<file path="config.mk">
export PLATFORM = sky130hd
export DESIGN_NAME = counter_cu
export DESIGN_NICKNAME = d
export VERILOG_FILES = /design/src/rtl/counter_cu.sv
export SDC_FILE = /design/constraint.sdc
export NUM_CORES = 1
export LEC_CHECK = 0
export CAP_MARGIN = 40
export CORE_AREA = 2 2 39 41
export DETAILED_ROUTE_END_ITERATION = 6
export DIE_AREA = 0 0 41 43
export HOLD_SLACK_MARGIN = 0.1
export MAX_ROUTING_LAYER = met4
export PLACE_DENSITY = 0.65
export SLEW_MARGIN = 20
export SYNTH_ARGS = -nofsm -noshare
export SYNTH_HDL_FRONTEND = slang
export SYNTH_SLANG_ARGS = --single-unit
</file>
<file path="constraint.sdc">
create_clock -name clk -period 1.7 [get_ports clk]
set_input_delay 0.17 -clock clk [delete_from_list [all_inputs] [get_ports clk]]
set_output_delay 0.17 -clock clk [all_outputs]
set_load 0.01 [all_outputs]
</file>
<file path="src/rtl/counter_cu.sv">
// Control unit for the up/down counter: merges button edges and UART command
// bytes into run/clear/mode events and sequences STOP/RUN/CLEAR.
module counter_cu (
   input  logic       clk,
   input  logic       rst,
   input  logic       i_btn_run,
   input  logic       i_btn_clear,
   input  logic       i_btn_mode,
   input  logic       i_rx_done,
   input  logic [7:0] i_rx_data,
   output logic       o_enable,
   output logic       o_clear,
   output logic       o_mode,
   output logic [1:0] o_state
);

   typedef enum logic [1:0] {
      ST_STOP  = 2'b00,
      ST_RUN   = 2'b01,
      ST_CLEAR = 2'b10,
      ST_BAD   = 2'b11
   } state_t;

   state_t r_state;
   state_t w_next;

   logic r_run_prev;
   logic r_clear_prev;
   logic r_mode_prev;
   logic r_mode;

   logic w_run_ev;
   logic w_clear_ev;
   logic w_mode_ev;

   // Accepts the upper-case ASCII letter or its lower-case twin.
   function automatic logic is_cmd(input logic [7:0] d, input logic [7:0] upper);
      return (d == upper) || (d == (upper | 8'h20));
   endfunction

   assign w_run_ev   = (i_btn_run   & ~r_run_prev)   | (i_rx_done & is_cmd(i_rx_data, 8'h52));
   assign w_clear_ev = (i_btn_clear & ~r_clear_prev) | (i_rx_done & is_cmd(i_rx_data, 8'h43));
   assign w_mode_ev  = (i_btn_mode  & ~r_mode_prev)  | (i_rx_done & is_cmd(i_rx_data, 8'h4D));

   always_ff @(posedge clk or posedge rst) begin
      if (rst) begin
         r_run_prev   <= 1'b0;
         r_clear_prev <= 1'b0;
         r_mode_prev  <= 1'b0;
      end else begin
         r_run_prev   <= i_btn_run;
         r_clear_prev <= i_btn_clear;
         r_mode_prev  <= i_btn_mode;
      end
   end

   always_ff @(posedge clk or posedge rst) begin
      if (rst) begin
         r_state <= ST_STOP;
         r_mode  <= 1'b0;
      end else begin
         r_state <= w_next;
         r_mode  <= r_mode ^ w_mode_ev;
      end
   end

   // Clear outranks run; CLEAR always lasts one cycle and ignores events.
   always_comb begin
      w_next = r_state;
      case (r_state)
         ST_STOP: begin
            if (w_clear_ev)    w_next = ST_CLEAR;
            else if (w_run_ev) w_next = ST_RUN;
         end
         ST_RUN: begin
            if (w_clear_ev)    w_next = ST_CLEAR;
            else if (w_run_ev) w_next = ST_STOP;
         end
         ST_CLEAR: w_next = ST_STOP;
         default:  w_next = ST_STOP;
      endcase
   end

   assign o_enable = (r_state == ST_RUN);
   assign o_clear  = (r_state == ST_CLEAR);
   assign o_mode   = r_mode;
   assign o_state  = r_state;

endmodule

</file>
Yosys cells after proc, flatten, opt, wreduce, memory -nomap -nowiden
Cells that the tools add are included.
{"block": "totals", "register_bits": 6, "output_inout_bits": 5, "wordCells": 38}
{"block": "op_classes", "n_eq_ne": 10, "n_mux": 5, "bitwise": 13, "reduce_logical": 5}
{"cell": "== test 8 x 7 -> 1 bit (second input constant)", "count": 6}
{"cell": "2-to-1 mux 2 bit", "count": 4}
{"cell": "bitwise AND 1 bit", "count": 6}
{"cell": "one-hot mux 2 bit (2 select lines)", "count": 1}
{"cell": "logical OR 1 bit", "count": 3}
{"cell": "inequality test 3 x 1 -> 1 bit (second input constant)", "count": 1}
{"cell": "inequality test 3 bit (second input constant)", "count": 1}
{"cell": "NOT 1 bit", "count": 3}
{"cell": "bitwise OR 1 bit", "count": 3}
{"cell": "== test 2 x 1 -> 1 bit (second input constant)", "count": 1}
{"cell": "== test 2 bit (second input constant)", "count": 1}
{"cell": "logical NOT 2 bit", "count": 1}
{"cell": "AND reduction 2 bit", "count": 1}
{"cell": "bitwise XOR 1 bit", "count": 1}

Longest topological paths before layout
{"block": "depth", "depth_word": 7, "ltp_mapped": 3}

Worst setup path after synthesis
Ideal clock, no wire load.
{"block": "synth_path", "kind": "register to register", "startpoint": "reg r_state[0] (netlist: o_state[0])", "endpoint": "reg r_state[0] (netlist: o_state[0])", "arrival_time_ns": 0.905, "required_ns": 1.621, "slack_ns": 0.716, "stages_incl_launch_ff": 4, "n_path_buf": 0, "cell_sequence": "dfrtp_1 > nor2b_1 > o211ai_1 > mux2i_1"}
{"block": "synth_between", "elab_chain_cells": 3}
{"element": "start, declared", "line": "24", "source": "state_t r_state;"}
{"element": "start signal, assigned", "line": "62", "source": "r_state <= w_next;"}
{"element": "== test 2 x 1 -> 1 bit *"}
{"element": "named net o_enable", "line": "11", "source": "output logic o_enable,"}
{"element": "inequality test 3 x 1 -> 1 bit (no source line)"}
{"element": "AND reduction 2 bit (no source line)"}
Mark *: on every way through the listed nets, which the timed path passes. The rest lies on a longest branch.
A chain may end at the register's enable or synchronous reset.

Worst setup path after layout
{"block": "layout_path", "startpoint": "reg r_state[1] (netlist: o_state[1])", "endpoint": "out o_enable"}
{"block": "layout_between", "elab_chain_cells": 1}
{"element": "== test 2 x 1 -> 1 bit", "line": "84", "source": "assign o_enable = (r_state == ST_RUN);"}
{"element": "end, declared", "line": "11"}
No other way between the ends.

==> impl_metrics.yaml <==
pwr:
  p_sw_share_pct: 25.1
  p_clk_share_pct: 29.5
  seqPwrFrac_pct: 41.1
  pwr-share-comb_pct: 29.4
  power_w: 0.000437
  switching_power_w: 0.000110
  ir_drop_v: 0.000445
  power.leakage_nw: 0.211
  p_per_area_mw_per_mm2: 807
  internal_power_w: 0.000327
synthesis:
  seq_area_frac_synth_pct: 45.6
  synthTopCellsByCount: "6 x dfrtp_1, 3 x inv_1"
  synth_area_leader_cell: "dfrtp_1"
  post_synth.cell_area_avg_sq_um: 13.2
  synth_cell_types: 13
  synth_nets: 39
  synth_enable_flop_cells: 0
  syn-cell-area_sq_um: 329
  yosysMostFrequentCell: "dfrtp_1"
  ys_ff_latch: 6
  yosys_warnings: 0
  async_flop_share_pct: 100
  netlist.area_leader.share_pct: 45.6
  syn_inst: 25
  synthTopCellsByArea: "dfrtp_1 46%, nand4bb_4 17%, o22ai_2 7.6%"
  synth_ff_type: "dfrtp_1"
min_path:
  hp-class: "input pin to async pin"
clocking:
  ctsResizeCount: 0
  cts_tree: "yes"
  clk_path_buf_depth: 2
  ctsRootBufferMaster: "clkbuf_4"
  ctsHtreeMaxLevel: 1
  path_clk_slew_ps: 50
  cts_buffers: 3
  clock_latency_ps: 240
  holdBufCountCts: 0
  cts.sinks: 6
  post_cts_buffers: 0
status:
  status: "complete, no violations"
timing:
  setup_viol: 0
  worst_clock_skew_ps: 4.59
  slew_violations: 0
  fin_tns_setup_ps: 0
  relSlewSlack_pct: 84.1
  fin_crit_sh_pct: 91.4
  hold_violations: 0
  setup_ws_ps: 146
  min_period_ps: 1550
  worstMarginPinSlew_ps: 238
  rsz0062_at_grt: "no"
  fmax_mhz: 644
setup_path:
  arrival_ps: 1380
  crit_fanout: 5
  end_kind: "primary output"
  reg2reg_slack_ps: 810
  required_ps: 1530
  crit_type: "flip-flop to primary output"
  rr_worst_depth: 3
  rr_endpoint: "o_state[0]$_DFFE_PP0P_"
  critPathLaunchType: "flip-flop"
  r2r-start: "o_state[1]$_DFFE_PP0P_"
layout:
  antennaDiodeCount: 0
  drive_above_1_share_pct: 15.6
  nets: 61
  synthToLayoutAreaGrowth_pct: 64.6
  nFillCells: 138
  utilization_pct: 39.2
place:
  preCtsSetupSlack_ps: 406
  numPortBuffers: 17
  hpwl_microns: 539
  gp_congestion: 0.636
die:
  rows: 14
  initial_utilization_pct: 23.8
  pin_count: 19
  core_area_sq_mm: 0.00138
  die_w_microns: 41
  dieArea_sq_mm: 0.00176
  die_h_microns: 43
run:
  cap_violations: 0
drt:
  vias: 271
  drtAntennaViolNets: 0
  vias_per_cell: 4.44
  drt-wirelength-per-cell_microns: 10.7
  wirelength_microns: 655
  dr.pass1.iters: 1
  drcViolationCount: 0
  drt-initial-drc-count: 0
grt:
  grt_max_degree: 7
  antenna_found_initial: 0
  gr-usage-all-layers_pct: 9.42
  grt_pass1_wl_mm: 1.08
  grt_pass1_vias: 274
  grt-ovfl-total: 0
-- through the flow --
stage / cell area (sq um) / std cells / hold WS, ps
floorplan: 329 / 25 / -39.0
global placement: 519 / 58 / 406
detailed placement: 519 / 58 / 408
CTS: 542 / 61 / 148
global route: 542 / 61 / 187
finish: 542 / 61 / 145
-- layer usage --
metal / routed length (microns) / global-route usage [%] / share of wire [%]
met5: 0 / - / 0
met4: 7 / 6.00 / 1.1
met1: 294 / 11.1 / 45
met3: 92 / 4.19 / 14
met2: 261 / 12.5 / 40
-- cell families (layout without fill, tap and decap cells) --
| kind of cell | after synthesis | count (layout) | synth area share, % |
|---|---|---|---|
| buf+inv | 3 | 23 | 3.42 |
| flops | 6 | 6 | 45.6 |
| compound gates | 5 | 5 | 14.4 |
| simple gates | 9 | 9 | 30.8 |
| mux | 1 | 1 | 3.04 |
| xor+xnor | 1 | 1 | 2.66 |
-- power by group through the flow --
stage / clock, W / sequential [W] / combinational [W]
after floorplan: 0 / 0.000187 / 0.0000399
after global placement: 0 / 0.000180 / 0.000129
after detailed placement: 0 / 0.000180 / 0.000129
after CTS: 0.000136 / 0.000179 / 0.000131
after global routing: 0.000141 / 0.000181 / 0.000139
final: 0.000129 / 0.000180 / 0.000129
-- sequential cells by signal, summed over array words and instances, names as in the netlist --
register,cells
r_run_prev,1
r_mode_prev,1
r_clear_prev,1
o_mode,1
o_state,2
-- worst max-delay path by stage --
stage | start | end
final | o_state[1]$_DFFE_PP0P_ | o_enable
after global routing | o_state[1]$_DFFE_PP0P_ | o_enable
after floorplan | o_state[0]$_DFFE_PP0P_ | o_state[0]$_DFFE_PP0P_
after detailed placement | o_state[1]$_DFFE_PP0P_ | o_enable
after CTS | o_state[1]$_DFFE_PP0P_ | o_enable
after global placement | o_state[1]$_DFFE_PP0P_ | o_enable
-- worst max-delay path: stages, from the launching register on --
cell	delay, ps
dfrtp_1	420
nor2b_1	170
clkdlybuf4s50_1	560
-- cell usage in the layout (no fill, tap or decap) --
master / n
mux2i_1: 1
o211ai_1: 2
clkbuf_4: 3
nand4bb_1: 1
xor2_1: 1
clkdlybuf4s50_1: 17
nand4b_1: 1
nand4bb_4: 2
nor2_1: 2
inv_1: 3
nand2b_1: 1
o21a_1: 1
nor2b_1: 2
dfrtp_1: 6
o22ai_2: 2
-- area by class of cell --
cell class	count	area, sq um	area share [%]
Clock buffer	3	22.5	4.16
Sequential cell	6	150	27.7
Multi-Input combinational cell	16	168	30.9
Tap cell	16	20.0	3.70
Inverter	3	11.3	2.08
Timing Repair Buffer	17	170	31.4
Power figures use the tool's default switching activity.
